<file path="src/rtl/button_input_bank_pkg.sv">
// Shared constants and helpers for the button input bank: default parameters,
// channel index names and a width helper.
package button_input_bank_pkg;

    localparam int DEF_CHANNELS      = 5;
    localparam int DEF_SYNC_STAGES   = 2;
    localparam int DEF_STABLE_CYCLES = 16;
    localparam int DEF_REPEAT_DELAY  = 256;
    localparam int DEF_REPEAT_RATE   = 64;

    localparam int BTN_LEFT   = 0;
    localparam int BTN_RIGHT  = 1;
    localparam int BTN_UP     = 2;
    localparam int BTN_DOWN   = 3;
    localparam int BTN_CENTER = 4;

    // Ceiling log2, never below 1 so a single-channel bank still has an index bit.
    function automatic int clog2(input int value);
        int result;
        result = 1;
        while ((1 << result) < value) result++;
        return result;
    endfunction

    function automatic int maxInt(input int a, input int b);
        return (a > b) ? a : b;
    endfunction

endpackage

</file>
<file path="src/rtl/button_input_bank_if.sv">
// Button bank bus: raw levels in, debounced levels, pulses and summary flags out.
// The master side is the bank itself; the slave side is the consuming game logic.
interface button_input_bank_if
    import button_input_bank_pkg::*;
#(
    parameter int CHANNELS = DEF_CHANNELS
);
    localparam int IDX_W = clog2(CHANNELS);

    logic [CHANNELS-1:0] Signal;
    logic [CHANNELS-1:0] Level;
    logic [CHANNELS-1:0] Pressed;
    logic [CHANNELS-1:0] Released;
    logic                AnyPressed;
    logic [IDX_W-1:0]    LastPressed;

    modport master (
        input  Signal,
        output Level, Pressed, Released, AnyPressed, LastPressed
    );

    modport slave (
        output Signal,
        input  Level, Pressed, Released, AnyPressed, LastPressed
    );

endinterface

</file>
<file path="src/rtl/button_debounce_channel.sv">
// One button channel: synchroniser, debounce counter, press/release pulses and,
// when BUTTON_AUTO_REPEAT_EN is defined, hold-to-repeat press pulses.
module button_debounce_channel
    import button_input_bank_pkg::*;
#(
    parameter int SYNC_STAGES   = DEF_SYNC_STAGES,
    parameter int STABLE_CYCLES = DEF_STABLE_CYCLES,
    parameter int REPEAT_DELAY  = DEF_REPEAT_DELAY,
    parameter int REPEAT_RATE   = DEF_REPEAT_RATE
) (
    input  logic Clock,
    input  logic Reset,
    input  logic rawSignal,
    output logic level,
    output logic pressed,
    output logic released,
    output logic levelNext,
    output logic pressedNext
);
    localparam int               CNT_W    = clog2(STABLE_CYCLES + 1);
    localparam logic [CNT_W-1:0] CNT_LAST = CNT_W'(STABLE_CYCLES - 1);

    logic [SYNC_STAGES-1:0] syncChain;
    logic [CNT_W-1:0]       debCnt;
    logic [CNT_W-1:0]       debCntNext;
    logic                   syncLevel;
    logic                   toggle;
    logic                   rise;
    logic                   fall;
    logic                   repeatFire;

    assign syncLevel = syncChain[SYNC_STAGES-1];

    // Level only flips once the synchronised input has disagreed for STABLE_CYCLES edges.
    always_comb begin
        toggle      = (syncLevel != level) && (debCnt == CNT_LAST);
        debCntNext  = ((syncLevel == level) || toggle) ? '0 : debCnt + CNT_W'(1);
        levelNext   = level ^ toggle;
        rise        = toggle & ~level;
        fall        = toggle & level;
        pressedNext = rise | repeatFire;
    end

    always_ff @(posedge Clock or posedge Reset) begin
        if (Reset) begin
            syncChain <= '0;
            debCnt    <= '0;
            level     <= 1'b0;
            pressed   <= 1'b0;
            released  <= 1'b0;
        end else begin
            syncChain <= {syncChain[SYNC_STAGES-2:0], rawSignal};
            debCnt    <= debCntNext;
            level     <= levelNext;
            pressed   <= pressedNext;
            released  <= fall;
        end
    end

`ifdef BUTTON_AUTO_REPEAT_EN
    localparam int                HOLD_W     = clog2(maxInt(REPEAT_DELAY, REPEAT_RATE) + 1);
    localparam logic [HOLD_W-1:0] DELAY_LAST = HOLD_W'(REPEAT_DELAY - 1);
    localparam logic [HOLD_W-1:0] RATE_LAST  = HOLD_W'(REPEAT_RATE - 1);

    logic [HOLD_W-1:0] holdCnt;
    logic [HOLD_W-1:0] holdCntNext;
    logic              repeating;
    logic              repeatingNext;

    // A falling Level on this edge suppresses any repeat so Released wins.
    always_comb begin
        repeatFire    = level && !toggle &&
                        (holdCnt == (repeating ? RATE_LAST : DELAY_LAST));
        repeatingNext = level && !toggle && (repeating || repeatFire);
        if (!level || toggle || repeatFire) holdCntNext = '0;
        else                                holdCntNext = holdCnt + HOLD_W'(1);
    end

    always_ff @(posedge Clock or posedge Reset) begin
        if (Reset) begin
            holdCnt   <= '0;
            repeating <= 1'b0;
        end else begin
            holdCnt   <= holdCntNext;
            repeating <= repeatingNext;
        end
    end
`else
    assign repeatFire = 1'b0;

    // Repeat timing has no effect in this build; the parameters stay for a uniform interface.
    if (REPEAT_DELAY < 1 || REPEAT_RATE < 1) begin : gRepeatIdle
    end
`endif

endmodule

</file>
<file path="src/rtl/button_input_bank.sv">
// Multi-channel button front end: one debounce channel per input plus the
// AnyPressed flag and LastPressed index. Optional macro: BUTTON_AUTO_REPEAT_EN.
module button_input_bank
    import button_input_bank_pkg::*;
#(
    parameter int CHANNELS      = DEF_CHANNELS,
    parameter int SYNC_STAGES   = DEF_SYNC_STAGES,
    parameter int STABLE_CYCLES = DEF_STABLE_CYCLES,
    parameter int REPEAT_DELAY  = DEF_REPEAT_DELAY,
    parameter int REPEAT_RATE   = DEF_REPEAT_RATE
) (
    input  logic                Clock,
    input  logic                Reset,
    button_input_bank_if.master bus
);
    localparam int IDX_W = clog2(CHANNELS);

    logic [CHANNELS-1:0] levelVec;
    logic [CHANNELS-1:0] pressedVec;
    logic [CHANNELS-1:0] releasedVec;
    logic [CHANNELS-1:0] levelNextVec;
    logic [CHANNELS-1:0] pressedNextVec;
    logic [IDX_W-1:0]    lowestIdx;
    logic [IDX_W-1:0]    lastPressed;
    logic                anyPressed;

    for (genvar i = 0; i < CHANNELS; i++) begin : gChannel
        button_debounce_channel #(
            .SYNC_STAGES  (SYNC_STAGES),
            .STABLE_CYCLES(STABLE_CYCLES),
            .REPEAT_DELAY (REPEAT_DELAY),
            .REPEAT_RATE  (REPEAT_RATE)
        ) uChannel (
            .Clock      (Clock),
            .Reset      (Reset),
            .rawSignal  (bus.Signal[i]),
            .level      (levelVec[i]),
            .pressed    (pressedVec[i]),
            .released   (releasedVec[i]),
            .levelNext  (levelNextVec[i]),
            .pressedNext(pressedNextVec[i])
        );
    end

    // Summary flags are registered from the channels' next-state values so they
    // line up with Level and Pressed in the same cycle; the lowest index wins a tie.
    always_comb begin
        lowestIdx = lastPressed;
        for (int i = CHANNELS - 1; i >= 0; i--) begin
            if (pressedNextVec[i]) lowestIdx = IDX_W'(i);
        end
    end

    always_ff @(posedge Clock or posedge Reset) begin
        if (Reset) begin
            anyPressed  <= 1'b0;
            lastPressed <= '0;
        end else begin
            anyPressed  <= |levelNextVec;
            lastPressed <= lowestIdx;
        end
    end

    assign bus.Level       = levelVec;
    assign bus.Pressed     = pressedVec;
    assign bus.Released    = releasedVec;
    assign bus.AnyPressed  = anyPressed;
    assign bus.LastPressed = lastPressed;

endmodule
</file>
<file path="src/flat_wrapper.sv">
// flat-port wrapper written by rule: the top's interface ports become plain ports
module button_input_bank_flat import button_input_bank_pkg::*;
#(
    parameter int CHANNELS      = DEF_CHANNELS,
    parameter int SYNC_STAGES   = DEF_SYNC_STAGES,
    parameter int STABLE_CYCLES = DEF_STABLE_CYCLES,
    parameter int REPEAT_DELAY  = DEF_REPEAT_DELAY,
    parameter int REPEAT_RATE   = DEF_REPEAT_RATE
)
  (Clock, Reset, bus_Signal, bus_Level, bus_Pressed, bus_Released, bus_AnyPressed, bus_LastPressed);
  button_input_bank_if #(.CHANNELS(CHANNELS)) bus_i ();
  input  logic Clock;
  input  logic Reset;
  input wire logic [$bits(bus_i.Signal)-1:0] bus_Signal;
  output wire logic [$bits(bus_i.Level)-1:0] bus_Level;
  output wire logic [$bits(bus_i.Pressed)-1:0] bus_Pressed;
  output wire logic [$bits(bus_i.Released)-1:0] bus_Released;
  output wire logic [$bits(bus_i.AnyPressed)-1:0] bus_AnyPressed;
  output wire logic [$bits(bus_i.LastPressed)-1:0] bus_LastPressed;
  assign bus_i.Signal = bus_Signal;
  assign bus_Level = bus_i.Level;
  assign bus_Pressed = bus_i.Pressed;
  assign bus_Released = bus_i.Released;
  assign bus_AnyPressed = bus_i.AnyPressed;
  assign bus_LastPressed = bus_i.LastPressed;
  button_input_bank #(.CHANNELS(CHANNELS), .SYNC_STAGES(SYNC_STAGES), .STABLE_CYCLES(STABLE_CYCLES), .REPEAT_DELAY(REPEAT_DELAY), .REPEAT_RATE(REPEAT_RATE)) u_core (.Clock(Clock), .Reset(Reset), .bus(bus_i));
endmodule
</file>
<file path="config.mk">
export PLATFORM = sky130hd
export DESIGN_NAME = button_input_bank_flat
export DESIGN_NICKNAME = d
export VERILOG_FILES = /design/src/rtl/button_input_bank_pkg.sv /design/src/rtl/button_input_bank_if.sv /design/src/rtl/button_debounce_channel.sv /design/src/rtl/button_input_bank.sv /design/src/flat_wrapper.sv
export SDC_FILE = /design/constraint.sdc
export NUM_CORES = 1
export LEC_CHECK = 0
export BUFFER_PORTS_ARGS = -buffer_cell sky130_fd_sc_hd__clkbuf_2
export CORE_ASPECT_RATIO = 0.75
export CORE_MARGIN = 2
export CORE_UTILIZATION = 52
export CTS_CLUSTER_DIAMETER = 80
export DETAILED_ROUTE_END_ITERATION = 6
export HOLD_SLACK_MARGIN = 0.05
export PLACE_DENSITY = 0.78
export SLEW_MARGIN = 20
export SYNTH_ARGS = -nofsm -noshare
export SYNTH_HDL_FRONTEND = slang
export SYNTH_HIERARCHICAL = 1
export SYNTH_SLANG_ARGS = --single-unit
</file>
<file path="constraint.sdc">
create_clock -name Clock -period 2 [get_ports Clock]
set_input_delay 0.3 -clock Clock [delete_from_list [all_inputs] [get_ports Clock]]
set_output_delay 0.3 -clock Clock [all_outputs]
set_load 0.05 [all_outputs]
</file>
* Word-level counts from Yosys, hierarchy flattened
Index checks and enable logic that the tools add are counted.
** Word-level totals
- Flip-flop bits (word level) :: 54
- Logic and storage cells :: 89
** Cells by class
- Add/subtract/negate cells :: 5
- Eq/ne operators :: 15
- Multiplexer cells :: 10
- Bitwise operators :: 20
- Reduce and logical (&&, ||, !) cells :: 12
** Operators with widths (number)
- 5-bit by 1-bit adder with 5-bit output (second input constant) :: 5
- 5-bit by 4-bit equality test with 1-bit output (second input constant) :: 5
- 5-bit two-way mux :: 5
- 3-bit two-way mux :: 5
- 1-bit bitwise AND :: 10
- 1-bit equality test :: 5
- 1-bit logical AND :: 5
- 1-bit logical OR :: 5
- 1-bit != test :: 5
- 1-bit NOT :: 5
- 5-bit nonzero test :: 1
- 5-bit OR reduction :: 1
- 1-bit XOR :: 5

* Logic depth before layout (Yosys ltp)
- Depth in word-level cells :: 8
- Depth in mapped cells :: 7

* By module
The synthesis kept the hierarchy.
** Modules (own cells, without submodules)
- button_debounce_channel :: instances 5, cells an instance 30, area each 386.6 µm², seq. area each 250.2 µm²
- button_input_bank :: instances 1, cells an instance 17, area each 168.9 µm², seq. area each 100.1 µm²

* Worst setup path after synthesis
OpenSTA, ideal clock, no wires.
- Kind :: reg2reg
- From :: register u_core.gChannel[4].uChannel.debCnt[0]
- To :: register u_core.lastPressed[0] (netlist: u_core/bus.LastPressed[0])
- Setup time :: 0.104 ns
- Arrival :: 1.544 ns
- Setup slack :: 0.353 ns
- Stages on the path, launching flop included :: 8
- Path buffers :: 0
- Clock period less this slack :: 1.647 ns
- Path through :: dfrtp_1 -> ha_1 -> and3_1 -> ha_1 -> nand2_1 -> nor2_1 -> nand2b_1 -> a221oi_1
** On the way
- Cells in the longest elaborated chain, start to end :: 4
** RTL lines
- from (decl) :: RTL line button_debounce_channel.sv:24 : logic [CNT_W-1:0] debCnt;
- from (signal assigned) :: RTL line button_debounce_channel.sv:53 : debCnt <= debCntNext;
- 5-bit by 4-bit equality test with 1-bit output :: RTL line button_debounce_channel.sv:36 : toggle = (syncLevel != level) && (debCnt == CNT_LAST);
- 1-bit logical AND :: RTL line button_debounce_channel.sv:36
- 1-bit bitwise AND :: RTL line button_debounce_channel.sv:39 : rise = toggle & ~level;
- via u_core.pressedNextVec[4] :: RTL line button_input_bank.sv:22 : logic [CHANNELS-1:0] pressedNextVec;
- 5-bit nonzero test (no line)
- to (signal assigned) :: RTL line button_input_bank.sv:60 : lastPressed <= lowestIdx;
- to (decl) :: RTL line button_input_bank.sv:24 : logic [IDX_W-1:0] lastPressed;
The timed path passes the listed nets, and every way through them passes these cells.
A chain may end at the register's enable or synchronous reset.

* Worst setup path after layout
- From :: register u_core.gChannel[2].uChannel.debCnt[0]
- To :: register u_core.lastPressed[2] (netlist: u_core/bus.LastPressed[2])
** On the way
- Cells in the longest elaborated chain, start to end :: 6
- Elaborated cells between the ends (all ways) :: 7
- Those cells by class :: 1 x eq/ne; 3 x mux; 1 x bitwise; 2 x reduce/logical
** RTL lines
- from (decl) :: RTL line button_debounce_channel.sv:24
- from (signal assigned) :: RTL line button_debounce_channel.sv:53
- 5-bit by 4-bit equality test with 1-bit output * :: RTL line button_debounce_channel.sv:36
- 1-bit logical AND * :: RTL line button_debounce_channel.sv:36
- 1-bit bitwise AND * :: RTL line button_debounce_channel.sv:39
- via u_core.pressedNextVec[2] :: RTL line button_input_bank.sv:22
- 3-bit two-way mux (3 in series) :: RTL line button_input_bank.sv:50 : if (pressedNextVec[i]) lowestIdx = IDX_W'(i);
The timed path passes the listed nets; every way through them passes the cells marked *.

==> reports/qor.csv <==
stage,metric,value,unit
pwr,leakagePower,1.151,nW
timing,finalCriticalPeriod,1.797,ns
logic_synthesis,muxShareOfSynthArea,0,
timing,slew_headroom,0.6643,
final_layout,fin_area,2414,sq um
clock_network,clk_latency,0.32,ns
logic_synthesis,ys_ff_latch,54,
logic_synthesis,synth_compound_area_frac,0.04940,
place,dp_slack,0.06857,ns
route,wl_per_cell,14.66,um
logic_synthesis,yosysUniqueCellTypes,18,
setup_path,required,2.22,ns
route,wirelength,3708,um
logic_synthesis,synth-xor-area-share,0.04167,
grt,gr-usage-all-layers,0.1823,
timing,setup_ws,0.2032,ns
logic_synthesis,netlist_area,2102,sq um
place,globalplace.congestion,0.7771,
final_layout,multi_input_area,698.2,sq um
setup_path,arrival,2.02,ns
timing,setup_viol,0,
clock_network,cts_htree_levels,2,
setup_path,path_buf_inv,0,
clock_network,cts_root_buf,clkbuf_8,
pwr,power,1.884,mW
floorplan,row_count,19,
status,status,"finished, final reports clean",
final_layout,area.growth.synth_to_final,14.82,%
place,place_hpwl,2734,um
setup_path,crit_fanout,8,
clock_network,cts_buffer_depth,2,
timing,fin_hold_ws,0.08021,ns
final_layout,fillCellCount,309,
floorplan,initial_utilization,0.5596,
clock_network,cts.clk_slew.worst_paths,0.10,ns
grt,grt_max_degree,18,
floorplan,die-area,4572,sq um
setup_path,crit_path_end_kind,flip-flop,
grt,antenna_found_initial,0,
clock_network,cts_buffers,5,
floorplan,die_x,77.42,um
logic_synthesis,synth.yosys.seq_area_share,0.6429,
route,drc,0,
setup_path,cpLargestDelayFamily,simple AND/OR/NAND/NOR gates,
clock_network,cts_tree,built,
timing,finalClockSkew,0.01273,ns
logic_synthesis,synth_fp_nets,184,
pwr,power.density,780.7,nW/um^2
setup_path,critPathMaxStageDelay,0.42,ns
timing,slew_violations,0,
timing,hold_violations,0,
timing,finalSetupTns,0,ns
pwr,ir_drop,0.4956,mV
place,portBuffers,25,
final_layout,drive_above_1_share,0.2040,
route,vias,1349,
grt,grt_pass1_wl,6203,um
clock_network,cts_num_sinks,54,
floorplan,dieHeight,59.06,um
logic_synthesis,synth_top_family_by_area,simple AND/OR/NAND/NOR gates,
clock_network,post_cts_buffers,0,
grt,grt.overflow.total,0,
timing,fmax,556.6,MHz
timing,grt_setup_unrepaired,no,
logic_synthesis,syn_inst,167,
place,placed_area,2292,sq um
logic_synthesis,ys_warn_count,6,
logic_synthesis,yosys.area_share.adder,0.05952,
final_layout,num_antenna_cells,0,
route,drt-pass1-iter-count,4,
setup_path,critPathLaunchType,flip-flop,
route,drt-vias-per-instance,5.332,
setup_path,critPathKind,reg2reg,
floorplan,ioPinCount,26,
logic_synthesis,avgSynthCellArea,12.59,sq um
route,antenna_left,0,
final_layout,num-nets-final,217,
route,drt_iter0_drc,80,
grt,grt_pass1_vias,1390,
final_layout,seqCellArea,1351,sq um
timing,fin_crit_sh,0.8984,
setup_path,cp_slowest_cell,dfrtp_1,
floorplan,core,3756,sq um
job,maxCapViolCount,0,
timing,worstMarginPinSlew,0.5000,ns
min_path,hp-class,in2reg,
logic_synthesis,synth-simple-area-share,0.1762,
setup_path,path_cells,"ha_1, and3_1, ha_1, nand2_1, nor2_1, nor2_1, nor4b_2",
-- what timing repair did --
action	CTS	global route
endpoints found under the hold margin	54	0
gates resized for setup	0	3
endpoints found under the setup margin	0	1
hold buffers	1	0
-- layout by cell type (no fill, tap or decap) --
master,Yosys,layout
dfrtp_1,54,54
clkbuf_2,0,25
inv_1,17,17
nor3_1,16,16
xnor2_1,10,10
nor3b_1,10,10
ha_1,10,9
nor2_1,9,8
clkbuf_8,0,6
nand2_1,6,6
and3_1,5,5
a21oi_1,5,5
and4_1,5,5
o21bai_1,5,5
nor4_2,5,5
o21ai_0,5,5
clkinv_4,0,2
nand2b_1,2,2
dlygate4sd3_1,0,1
a221oi_1,1,1
nor4b_2,0,1
a211oi_1,1,1
nor2_2,0,1
ha_2,0,1
-- per-layer routing --
| layer | track usage | routed length (um) | share of wire |
|---|---|---|---|
| met3 | 0.06555 | 164 | 0.044 |
| met1 | 0.2246 | 1684 | 0.45 |
| met5 | 0 | 0 | 0 |
| met4 | 0.06888 | 65 | 0.018 |
| met2 | 0.3019 | 1793 | 0.48 |
-- logic make-up (layout without fill, tap and decap cells) --
family	Yosys count	count (layout)
AO/OA/AOI/OAI	17	17
adder cells (fa/ha/maj)	10	10
buffers and inverters	17	51
AND/OR/NAND/NOR	59	59
XOR/XNOR	10	10
flip-flops	54	54
-- synth_stat cells (all sizes together) --
cell type	number	area share
a211oi	1	0.0036
a21oi	5	0.012
a221oi	1	0.0042
and3	5	0.015
and4	5	0.021
dfrtp	54	0.64
ha	10	0.060
inv	17	0.030
nand2	6	0.011
nand2b	2	0.0060
nor2	9	0.016
nor3	16	0.038
nor3b	10	0.036
nor4	5	0.030
nor4b	1	0.0042
o21ai	5	0.012
o21bai	5	0.018
xnor2	10	0.042
-- worst register-to-register path, stage by stage, from the launching register on --
cell,delay [ns]
dfrtp_1,0.42
ha_1,0.23
and3_1,0.19
ha_1,0.26
nand2_1,0.12
nor2_1,0.08
nor2_1,0.17
nor4b_2,0.24
-- report_power, final --
part	switching, mW	internal (mW)	total [mW]	leakage (nW)
clock	0.352	0.285	0.637	0.0514
sequential	0.0293	1.13	1.15	0.719
combinational	0.0538	0.0387	0.0926	0.381
-- path summary, 6_finish.rpt --
check / from / end / slack [ns] / cells after the start
setup / recovery: u_core/gChannel[2].uChannel/debCnt[0]$_DFF_PP0_ / u_core/bus.LastPressed[2]$_DFFE_PP0P_ / 0.20 / 7
min in group asynchronous: Reset / u_core/bus.AnyPressed$_DFF_PP0_ / 0.48 / 3
setup reg to reg: u_core/gChannel[2].uChannel/debCnt[0]$_DFF_PP0_ / u_core/bus.LastPressed[2]$_DFFE_PP0P_ / 0.20 / 7
max in group asynchronous: Reset / u_core/gChannel[2].uChannel/syncChain[1]$_DFF_PP0_ / 1.14 / 3
hold / removal: bus_Signal[4] / u_core/gChannel[4].uChannel/syncChain[0]$_DFF_PP0_ / 0.08 / 1
hold reg to reg: u_core/gChannel[0].uChannel/syncChain[0]$_DFF_PP0_ / u_core/gChannel[0].uChannel/syncChain[1]$_DFF_PP0_ / 0.36 / 0
-- per-stage QoR --
stage	cells	utilization
floorplan	167	-
global placement	244	0.6103
detailed placement	244	0.6103
CTS	253	0.6396
global route	253	0.6426
finish	253	0.6426
-- cell type report --
class,instances,share of cell area
flip-flops and latches,54,0.5599
multi-input cells,96,0.2893
repair buffers,26,0.05599
clock buffers,6,0.03421
well taps,52,0.02696
inverters,17,0.02644
clock inverters,2,0.007258
-- sequential cells by signal, indices dropped and copies added, names as in the netlist --
register,cells
u_core/gChannel.uChannel/pressed,5
u_core/gChannel.uChannel/released,5
u_core/gChannel.uChannel/syncChain,10
u_core/bus.AnyPressed,1
u_core/bus.LastPressed,3
u_core/gChannel.uChannel/debCnt,25
u_core/gChannel.uChannel/level,5
Power figures use the tool's default switching activity.
